<file path="src/rtl/cpu_axi_pkg.sv">
// rtl/cpu_axi_pkg.sv - shared types and AXI constants for the CPU AXI arbiter
package cpu_axi_pkg;

  typedef enum logic [1:0] {
    R_IDLE = 2'd0,
    R_ADDR = 2'd1,
    R_DATA = 2'd2
  } rd_state_e;

  localparam logic [3:0] AXI_ID_INST = 4'd0;
  localparam logic [3:0] AXI_ID_DATA = 4'd1;

  localparam logic [1:0] AXI_BURST_FIXED = 2'd0;
  localparam logic [1:0] AXI_BURST_INCR  = 2'd1;
  localparam logic [1:0] AXI_BURST_WRAP  = 2'd2;

  localparam logic [2:0] AXI_SIZE_1B = 3'd0;
  localparam logic [2:0] AXI_SIZE_2B = 3'd1;
  localparam logic [2:0] AXI_SIZE_4B = 3'd2;

endpackage

</file>
<file path="src/rtl/cpu_axi_arbiter.sv">
// rtl/cpu_axi_arbiter.sv - shares one AXI master between fetch reads and data reads/writes
module cpu_axi_arbiter
  import cpu_axi_pkg::*;
#(
  parameter int unsigned STARVE_MAX = 8,
  parameter int unsigned CNT_W      = 4
) (
  input  logic        clk,
  input  logic        rst,
  // fetch read client
  input  logic [31:0] i_araddr,
  input  logic [7:0]  i_arlen,
  input  logic [2:0]  i_arsize,
  input  logic        i_arvalid,
  output logic        i_arready,
  output logic [31:0] i_rdata,
  output logic        i_rlast,
  output logic        i_rvalid,
  input  logic        i_rready,
  // data read client
  input  logic [31:0] d_araddr,
  input  logic [7:0]  d_arlen,
  input  logic [2:0]  d_arsize,
  input  logic        d_arvalid,
  output logic        d_arready,
  output logic [31:0] d_rdata,
  output logic        d_rlast,
  output logic        d_rvalid,
  input  logic        d_rready,
  // data write client
  input  logic [31:0] d_awaddr,
  input  logic [7:0]  d_awlen,
  input  logic [2:0]  d_awsize,
  input  logic        d_awvalid,
  output logic        d_awready,
  input  logic [31:0] d_wdata,
  input  logic [3:0]  d_wstrb,
  input  logic        d_wlast,
  input  logic        d_wvalid,
  output logic        d_wready,
  output logic        d_bvalid,
  input  logic        d_bready,
  // master read channels
  output logic [31:0] m_araddr,
  output logic [7:0]  m_arlen,
  output logic [2:0]  m_arsize,
  output logic [3:0]  m_arid,
  output logic        m_arvalid,
  input  logic        m_arready,
  input  logic [31:0] m_rdata,
  input  logic        m_rlast,
  input  logic        m_rvalid,
  output logic        m_rready,
  // master write channels
  output logic [31:0] m_awaddr,
  output logic [7:0]  m_awlen,
  output logic [2:0]  m_awsize,
  output logic [3:0]  m_awid,
  output logic        m_awvalid,
  input  logic        m_awready,
  output logic [31:0] m_wdata,
  output logic [3:0]  m_wstrb,
  output logic        m_wlast,
  output logic        m_wvalid,
  input  logic        m_wready,
  input  logic        m_bvalid,
  output logic        m_bready
);

  localparam logic [CNT_W-1:0] STARVE_LIM = CNT_W'(STARVE_MAX);

  rd_state_e         state_q;
  logic              owner_q;       // 1 = data client owns the current burst
  logic [31:0]       araddr_q;
  logic [7:0]        arlen_q;
  logic [2:0]        arsize_q;
  logic [3:0]        arid_q;
  logic [CNT_W-1:0]  starve_q;
  logic              wr_pending_q;
  logic              wr_pending_d;

  logic              i_elig;
  logic              d_elig;
  logic              grant_i;
  logic              grant_d;
  logic              rd_active;

  // Data wins unless fetch is waiting and has already been passed over STARVE_MAX times.
  function automatic logic pick_data(input logic ie, input logic de, input logic [CNT_W-1:0] cnt);
    return de && !(ie && (cnt == STARVE_LIM));
  endfunction

  // Eligibility and single-cycle grant decision while idle.
  always_comb begin
    i_elig  = i_arvalid;
    d_elig  = d_arvalid && !wr_pending_q && !d_awvalid;
    grant_d = 1'b0;
    grant_i = 1'b0;
    if (state_q == R_IDLE && rst) begin
      grant_d = pick_data(i_elig, d_elig, starve_q);
      grant_i = i_elig && !grant_d;
    end
  end

  assign i_arready = grant_i;
  assign d_arready = grant_d;

  // Read FSM: latch the winner's AR fields, issue AR, then route R beats to the owner.
  always_ff @(posedge clk or negedge rst) begin
    if (!rst) begin
      state_q  <= R_IDLE;
      owner_q  <= 1'b0;
      araddr_q <= '0;
      arlen_q  <= '0;
      arsize_q <= '0;
      arid_q   <= AXI_ID_INST;
      starve_q <= '0;
    end else begin
      case (state_q)
        R_IDLE: begin
          if (grant_d) begin
            owner_q  <= 1'b1;
            araddr_q <= d_araddr;
            arlen_q  <= d_arlen;
            arsize_q <= d_arsize;
            arid_q   <= AXI_ID_DATA;
            state_q  <= R_ADDR;
            if (!i_elig) starve_q <= '0;
            else if (starve_q != STARVE_LIM) starve_q <= starve_q + 1'b1;
          end else if (grant_i) begin
            owner_q  <= 1'b0;
            araddr_q <= i_araddr;
            arlen_q  <= i_arlen;
            arsize_q <= i_arsize;
            arid_q   <= AXI_ID_INST;
            state_q  <= R_ADDR;
            starve_q <= '0;
          end
        end
        R_ADDR: if (m_arready) state_q <= R_DATA;
        R_DATA: if (m_rvalid && m_rready && m_rlast) state_q <= R_IDLE;
        default: state_q <= R_IDLE;
      endcase
    end
  end

  assign m_arvalid = (state_q == R_ADDR);
  assign m_araddr  = araddr_q;
  assign m_arlen   = arlen_q;
  assign m_arsize  = arsize_q;
  assign m_arid    = arid_q;

  // Route the R channel to the burst owner; the other client sees zeros.
  always_comb begin
    rd_active = (state_q == R_DATA);
    i_rvalid  = rd_active && !owner_q && m_rvalid;
    i_rlast   = rd_active && !owner_q && m_rlast;
    i_rdata   = (rd_active && !owner_q) ? m_rdata : '0;
    d_rvalid  = rd_active && owner_q && m_rvalid;
    d_rlast   = rd_active && owner_q && m_rlast;
    d_rdata   = (rd_active && owner_q) ? m_rdata : '0;
    m_rready  = rd_active && (owner_q ? d_rready : i_rready);
  end

  // Write channels pass straight through with no added latency.
  assign m_awaddr  = d_awaddr;
  assign m_awlen   = d_awlen;
  assign m_awsize  = d_awsize;
  assign m_awid    = AXI_ID_DATA;
  assign m_awvalid = d_awvalid;
  assign d_awready = m_awready;
  assign m_wdata   = d_wdata;
  assign m_wstrb   = d_wstrb;
  assign m_wlast   = d_wlast;
  assign m_wvalid  = d_wvalid;
  assign d_wready  = m_wready;
  assign d_bvalid  = m_bvalid;
  assign m_bready  = d_bready;

  // A new AW handshake outranks a B handshake in the same cycle.
  always_comb begin
    wr_pending_d = wr_pending_q;
    if (m_bvalid && m_bready) wr_pending_d = 1'b0;
    if (m_awvalid && m_awready) wr_pending_d = 1'b1;
  end

  // Outstanding-write flag that holds back data reads.
  always_ff @(posedge clk or negedge rst) begin
    if (!rst) wr_pending_q <= 1'b0;
    else      wr_pending_q <= wr_pending_d;
  end

endmodule

</file>
<file path="config.mk">
export PLATFORM = sky130hd
export DESIGN_NAME = cpu_axi_arbiter
export DESIGN_NICKNAME = d
export VERILOG_FILES = /design/src/rtl/cpu_axi_pkg.sv /design/src/rtl/cpu_axi_arbiter.sv
export SDC_FILE = /design/constraint.sdc
export NUM_CORES = 1
export LEC_CHECK = 0
export BUFFER_PORTS_ARGS = -buffer_cell sky130_fd_sc_hd__buf_2
export CORE_AREA = 4 4 160 162
export DETAILED_ROUTE_END_ITERATION = 10
export DIE_AREA = 0 0 164 166
export SYNTH_ARGS = -nofsm -noshare
export SYNTH_HDL_FRONTEND = slang
export SYNTH_SLANG_ARGS = --single-unit
</file>
<file path="constraint.sdc">
create_clock -name clk -period 4.2 [get_ports clk]
set_input_delay 0 -clock clk [delete_from_list [all_inputs] [get_ports clk]]
set_output_delay 0 -clock clk [all_outputs]
set_load 0.01 [all_outputs]
</file>
After elaboration in Yosys (flattened, before gate mapping) --
Index checks and enable logic that the tools add are counted.
Cells by class: equal/unequal tests 8, mux-type cells 25, reduce and logical (&&, ||, !) cells 28, add/sub/neg operators 1
Operators with widths (number):
- $mux W32 | 4
- $mux W4 | 5
- $logic_and A1 B1 Y1 | 17
- $mux W8 | 2
- $mux W2 | 4
- $mux W1 | 7
- $mux W3 | 2
- $pmux W2 S3 | 1
- $reduce_and A3 Y1 | 2
- $logic_not A1 Y1 | 5
- $add A4 B1 Y4 const B | 1
- $eq A4 B4 Y1 const B | 1
- $ne A2 B1 Y1 const B | 2
- $ne A4 B4 Y1 const B | 1
- $reduce_bool A2 Y1 | 2
- $ne A3 B2 Y1 const B | 1
- $ne A3 B3 Y1 const B | 1
- $eq A2 B1 Y1 const B | 1
- $eq A2 B2 Y1 const B | 1
- $logic_not A2 Y1 | 1
- $reduce_and A2 Y1 | 1
Word-level totals: bits in registers 55, logic and storage cells 70, input port bits 213, output and inout bits 209

Longest topological paths before layout --
Gate-level depths: netlist of run 1.
depth in word-level cells 10, mapped depth 7, gate-level depth less buffers 5

Worst setup path before layout of run 1 --
Ideal clock, no wire load.
kind register to register, from register state_q[0], to register arid_q[0], in the netlist m_arid[0], setup slack 2.596 ns, path buffers 2, library setup time 0.065 ns, arrival time 1.539 ns, stages on the path, launching flop included 6, required time 4.135 ns, cell sequence dfrtp_1 or3b_1 buf_2 buf_2 nor3_1 a21o_1
Between the ends: word-level cells in the longest chain between the ends 5
RTL lines:
- start: declaration | RTL line cpu_axi_arbiter.sv:72 | rd_state_e state_q;
- start signal: assignment | RTL line cpu_axi_arbiter.sv:111 | state_q <= R_IDLE;
- start signal: assignment | RTL line cpu_axi_arbiter.sv:127 | state_q <= R_ADDR;
- start signal: assignment | RTL line cpu_axi_arbiter.sv:136 | state_q <= R_ADDR;
- $logic_not A2 Y1 (*) | RTL line cpu_axi_arbiter.sv:99 | if (state_q == R_IDLE && rst) begin
- $logic_and A1 B1 Y1 (*) | RTL line cpu_axi_arbiter.sv:99
- $mux W1 (*) | RTL line cpu_axi_arbiter.sv:99
- net d_arready | RTL line cpu_axi_arbiter.sv:25 | output logic d_arready,
- $reduce_bool A2 Y1 (no line)
- $reduce_and A2 Y1 (no line)
- end signal: assignment | RTL line cpu_axi_arbiter.sv:116 | arid_q <= AXI_ID_INST;
- end signal: assignment | RTL line cpu_axi_arbiter.sv:126 | arid_q <= AXI_ID_DATA;
- end signal: assignment | RTL line cpu_axi_arbiter.sv:135 | arid_q <= AXI_ID_INST;
- end: declaration | RTL line cpu_axi_arbiter.sv:77 | logic [3:0] arid_q;
The timed path passes the listed nets; every way through them passes the cells marked *. A chain may end at the register's enable or synchronous reset.

Worst setup path in the final report of run 1 --
from register starve_q[0], to output d_arready
Between the ends: word-level cells in the longest chain between the ends 5
RTL lines:
- start: declaration | RTL line cpu_axi_arbiter.sv:78 | logic [CNT_W-1:0] starve_q;
- start signal: assignment | RTL line cpu_axi_arbiter.sv:129 | else if (starve_q != STARVE_LIM) starve_q <= starve_q + 1'b1;
- $eq A4 B4 Y1 | RTL line cpu_axi_arbiter.sv:90 | return de && !(ie && (cnt == STARVE_LIM));
- $logic_and A1 B1 Y1 | RTL line cpu_axi_arbiter.sv:90
- $logic_not A1 Y1 | RTL line cpu_axi_arbiter.sv:90
- $logic_and A1 B1 Y1 | RTL line cpu_axi_arbiter.sv:90
- $mux W1 | RTL line cpu_axi_arbiter.sv:99
- end: declaration | RTL line cpu_axi_arbiter.sv:25
Every way passes these cells.

==> flow_summary.ini, run 1 <==
[detailed_routing]
via_per_inst = 4.184
drtAntennaViolNets = 0
via_count = 3933
dr.first_iter.drc_count = 220
wirelength_mm = 15.83
first_pass_iters = 4
wl_per_cell_um = 16.84
drc = 0

[finish]
area_growth_pct = 25.14
final_util = 0.2114
nets = 830
fillCellCount = 2737
post-route-cell-area_um2 = 5095
antenna_cells = 0
drive_gt1_frac = 0.4448

[critical_path]
r2r_start = starve_q[0]
reg2reg_depth = 5
critPathCapture = d_arready
endpoint_kind = primary output
crit_fanout = 44
start_kind = register
crit_path_start = starve_q[0]
r2r-end = m_araddr[20]
worst-r2r-setup-slack_ps = 2070
worstSetupPathType = reg2out
arrival_ps = 2260
critical_path_required_ps = 4200

[synthesis]
synthTopCellsByArea = dfrtp_1, buf_4, and2_1
ys_types = 38
avgSynthCellArea_um2 = 8.553
yosysTopAreaCell = dfrtp_1
seq_area_frac_synth = 0.3135
synth_edf_count = 0
synthCells = 476
async_flop_share = 1.000
synth_top_cell_area_share = 0.3135
synth_seq_cells = 51
synth_flop_cell = dfrtp_1
syn_area_um2 = 4071
yosysWarnings = 0

[sta]
setup_violations = 0
finalHoldViolCount = 0
fin_crit_sh = 0.5386
relSlewSlack = 0.3027
min_period_ps = 2262
tightest_slew_ps = 1046
skew_ps = 5.830
slew_violations = 0
max_freq_mhz = 442.0
setup_tns_ps = 0
rsz0062_at_grt = no

[clock_tree]
root_buffer = clkbuf_16
numCtsBuffers = 5
clock_sinks = 51
ctsHoldBuffers = 4
clk_pin_slew_ps = 70
post_cts_resized = 0
clk_latency_ps = 300
htreeDepth = 2
cts_tree = done
post_cts_buffers = 0
cts.path.max_buffers = 2

[global_routing]
grt.total_usage = 0.1108
grt_max_degree = 55
antenna_found_initial = 1
overflow = 0
grt_pass1_vias = 4103
grt_pass1_wl_mm = 23.68

[job]
drv_cap = 0

[place]
port_buffers = 250
post-dp-hpwl_mm = 11.68
post_dp_cell_area_um2 = 4917
gp_congestion = 0.7461

[floorplan]
die_area_um2 = 27220
row_count = 57
initial_core_util = 0.1689
die_h_um = 166
die_w_um = 164
ios = 422
core_um2 = 24110

[hold_path]
min_path_type = in2out
min_path_cells = 0

[power_and_ir_drop]
p_per_area_nw_per_um2 = 465.8
ir_drop_v = 0.0001392
leakage_nw = 2.523

[run_status]
status = finished clean
worst max-delay path: stages (launching register included):
cell,delay (ps)
dfrtp_1,400
inv_1,100
ha_1,180
and4b_2,930
nor3_1,140
buf_2,200
cell usage after synthesis, types with 2 or more instances:
library cell   n
a2111oi_0     43
a211oi_1      43
a21oi_1        3
and2_1        68
buf_2          7
buf_4         96
buf_6          5
clkbuf_1      29
conb_1         2
dfrtp_1       51
ha_1           2
inv_1         49
nand2_1        7
nor2_1         2
nor2b_1        2
nor3b_1        2
nor4_1        40
nor4_2         3
o21ai_0        2
o2bb2ai_1      2
cell families (layout without fill, tap and decap cells):
logic type      Yosys count  in the layout  share of synthesized area
buf+inv                 186            321                     0.2714
simple gates            135            135                     0.2111
compound gates           98             98                     0.1915
flops                    51             51                     0.3135
fa+ha+maj                 2              2                   0.006145
other cells               2              7                   0.001845
xor+xnor                  1              1                   0.002152
mux                       1              1                   0.002459
registers in the layout, summed over array words and instances (netlist names):
register,cells
m_araddr,32
m_arlen,8
starve_q,4
m_arsize,3
state_q,2
m_arid,1
wr_pending_q,1
power by group:
| part | internal, W | switching (W) | leakage, nW | total (W) |
|---|---|---|---|---|
| logic | 0.000471 | 0.000651 | 1.88 | 0.00112 |
| clock network | 0.000222 | 0.000199 | 0.0679 | 0.000421 |
| registers | 0.000702 | 0.000129 | 0.573 | 0.000830 |
| total | 0.00139 | 0.000979 | 2.52 | 0.00237 |
metrics by stage:
stage	hold slack, ps	worst slack [ps]	total power (W)	std cells
after floorplan	-295.6	2596	0.001555	481
after global placement	0.06862	2095	0.001969	928
after detailed placement	0.06862	2081	0.001980	928
after CTS	0.06862	1887	0.002433	940
after global routing	0.01590	1801	0.002567	940
final	0.003927	1938	0.002373	940
worst min-delay path by stage:
stage	startpoint	end	slack, ps
after floorplan	rst	m_araddr[0]	-300
after global placement	d_awaddr[11]	m_awaddr[11]	0.07
after detailed placement	d_awaddr[11]	m_awaddr[11]	0.07
after CTS	d_awaddr[11]	m_awaddr[11]	0.07
after global routing	d_awaddr[18]	m_awaddr[18]	0.02
final	d_awlen[0]	m_awlen[0]	0.004
layout make-up:
class	count	area, um^2	area share
Timing Repair Buffer	264	1366	0.2682
Clock buffer	7	132.6	0.02603
Tap cell	324	405.4	0.07957
Sequential cell	51	1276	0.2505
Clock inverter	1	5.005	0.0009823
Inverter	49	183.9	0.03610
Multi-Input combinational cell	244	1725	0.3387
placed cells by master (no fill, tap or decap), types with 2 or more instances in the layout:
cell type and n:
nor4_2 3, and2_1 68, nand2_1 7, inv_1 49
buf_4 10, o21ai_0 2, a211oi_1 43, dfrtp_1 51
nor4_1 40, clkbuf_1 2, nor2_1 2, a2111oi_0 43
conb_1 7, nor2b_1 2, a21oi_1 3, o2bb2ai_1 2
buf_2 250, clkbuf_16 5, ha_1 2, dlygate4sd3_1 4
layer usage:
layer / share of wire / wire, um / up-vias / track usage
li1: - / - / 1857 / -
met2: 0.46 / 7348 / 181 / 0.1823
met4: 0.046 / 735 / 2 / 0.05762
met1: 0.41 / 6416 / 1837 / 0.1312
met5: 0.0013 / 20 / - / 0
met3: 0.083 / 1311 / 56 / 0.03003
Note: power is estimated with default switching activity, not from simulation.
==> run 2, diff against run 1 <==
--- a/config.mk
+++ b/config.mk
@@ -6,9 +6,9 @@
 export NUM_CORES = 1
 export LEC_CHECK = 0
 export BUFFER_PORTS_ARGS = -buffer_cell sky130_fd_sc_hd__buf_2
-export CORE_AREA = 4 4 160 162
+export CORE_AREA = 4 4 164 166
 export DETAILED_ROUTE_END_ITERATION = 10
-export DIE_AREA = 0 0 164 166
+export DIE_AREA = 0 0 168 170
 export SYNTH_ARGS = -nofsm -noshare
 export SYNTH_HDL_FRONTEND = slang
 export SYNTH_SLANG_ARGS = --single-unit
==> constraint.sdc (replaced) <==
create_clock -name clk -period 2.01 [get_ports clk]
set_input_delay 0 -clock clk [delete_from_list [all_inputs] [get_ports clk]]
set_output_delay 0 -clock clk [all_outputs]
set_load 0.01 [all_outputs]
==> run 2 against run 1 <==
  * The flow now finishes with violations (hold timing)
  * Count of clock-buffer cells in the layout decreased by 2
  * Sequential share of layout area fell by 0.92 points
  * Sequential cell count stayed put
  * Worst setup slack lost 1800 ps
  * Register-to-register slack got worse by 1900 ps
  * First-iteration DRC count grew 0.45%
  * Critical endpoint is now m_araddr[4]
  * Non-clock buffer count rose by 14
  * Die area increased by 4.9%
==> flow_summary.ini, run 2 (synthesized netlist as in run 1, its figures left out) <==
[run_status]
status = complete, but fails checks
violations = hold timing

[detailed_routing]
drtAntennaViolNets = 0
first_pass_iters = 4
via_count = 4067
wl_met1_mm = 6.507
via_per_inst = 4.210
top_layer = met5
route.met2.wl_mm = 7.627
route.met3.wl_mm = 1.509
wirelength_mm = 16.25
dr.first_iter.drc_count = 221
drc = 0
wl_per_cell_um = 16.82

[critical_path]
crit_fanout = 15
max_stage_delay_ps = 490
arrival_ps = 2040
cp_common_cell = buf_4
cp_cell_sequence = or3b_4, buf_4, buf_4, a2111oi_0, a211oi_1
critical_path_required_ps = 2170
worstSetupPathType = reg2reg
endpoint_kind = register
start_kind = register
slowest_stage = dfrtp_1

[finish]
largest_reg_flops = 32
fillCellCount = 2850
final_common_cell = buf_2
nets = 845
drive_gt1_frac = 0.4659
final_cell_mix = buf_2, and2_1, dfrtp_1
area_growth_pct = 30.06
antenna_cells = 0

[clock_tree]
htreeDepth = 2
clk_pin_slew_ps = 80
numCtsBuffers = 5
clock_sinks = 51
cts.path.max_buffers = 2
cts_tree = done
clk_latency_ps = 300
root_buffer = clkbuf_16

[sta]
fin_crit_sh = 0.9349
hold_slack_ps = -43.99
tightest_slew_ps = 736.4
min_period_ps = 1879
max_freq_mhz = 532.2
setup_violations = 0
relSlewSlack = 0.5091
rsz0062_at_grt = no
setup_tns_ps = 0
finalHoldViolCount = 40
skew_ps = 9.194
slew_violations = 0

[global_routing]
grt_max_degree = 52
grt_pass1_wl_mm = 23.75
overflow = 0
grt.total_usage = 0.1058
grt_pass1_vias = 4112
antenna_found_initial = 5

[floorplan]
row_count = 59
die_h_um = 170
die_w_um = 168
die_area_um2 = 28560
ios = 422
initial_core_util = 0.1589
core_um2 = 25620

[place]
post-dp-hpwl_mm = 12.17
port_buffers = 250
gp_congestion = 0.7473

[hold_path]
min_path_type = in2async

[job]
drv_cap = 0

[power_and_ir_drop]
leakage_nw = 2.610
ir_drop_v = 0.0003330
p_per_area_nw_per_um2 = 963.0
[run 2: cell types whose count changed in the layout (fill, tap and decap cells not counted)]
cell	previous run	this run
nor3_1	1	0
clkbuf_1	2	0
nor3_2	0	1
a2111oi_1	0	9
buf_4	10	21
clkinvlp_4	0	2
dlygate4sd3_1	4	3
a2111oi_0	43	34
or3b_2	1	2
dfrtp_1	51	50
dfrtp_2	0	1
buf_12	0	4
[run 2: critical path, delay by kind of cell, from the launching register on]
family / cells / cell delay [ps]
AO/OA/AOI/OAI: 2 / 440
buffers and inverters: 2 / 370
flip-flops: 1 / 490
AND/OR/NAND/NOR: 1 / 420
[run 2: area by class of cell]
| cell class | instances | area, um^2 | area share |
|---|---|---|---|
| clock buffers | 5 | 125.1 | 0.02363 |
| clock inverters | 3 | 20.02 | 0.003781 |
| inverters | 49 | 183.9 | 0.03474 |
| multi-input cells | 245 | 1750 | 0.3306 |
| flip-flops and latches | 51 | 1277 | 0.2413 |
| well taps | 335 | 419.2 | 0.07916 |
| repair buffers | 278 | 1519 | 0.2869 |
[run 2: path summary, 6_finish.rpt]
path                       slack [ps]  cells after the start         start      endpoint
max                               130                      5    state_q[0]   m_araddr[4]
min in group clk                    0                      0   d_awaddr[5]   m_awaddr[5]
min reg2reg                       520                      2  m_araddr[23]  m_araddr[23]
max reg2reg                       130                      5    state_q[0]   m_araddr[4]
max in group asynchronous        1550                      2           rst  wr_pending_q
min                               -40                      2           rst  m_araddr[16]
[run 2: routing by layer]
layer / vias to the layer above / GRT usage
met5: - / 0
met4: 6 / 0.04658
met3: 61 / 0.03740
met2: 223 / 0.1714
met1: 1884 / 0.1270
li1: 1893 / -
[run 2: repair_timing]
item | 4_1_cts | 5_1_grt
pin swaps | 1 | 0
resized for setup | 0 | 11
hold endpoints to repair | 4 | 0
gates cloned | 1 | 0
hold buffers | 3 | 0
setup endpoints to repair | 1 | 10
buffers inserted | 1 | 0
[run 2: per-stage QoR]
stage          setup slack [ps]  cell area (um^2)  power (W)    util  cells
2_1_floorplan             405.8              4090   0.003249       -    481
3_3_place_gp              212.6              5086   0.004182  0.1986    953
3_5_place_dp              187.4              5086   0.004208  0.1986    953
4_1_cts                   18.47              5278   0.005199  0.2060    966
5_1_grt                   19.67              5295   0.005523  0.2067    966
6_report                  130.9              5295   0.005099  0.2067    966
[run 2: power breakdown]
group / switching (W) / internal [W] / total (W)
registers: 0.000294 / 0.00147 / 0.00176
logic: 0.00139 / 0.00106 / 0.00245
clock network: 0.000422 / 0.000461 / 0.000883
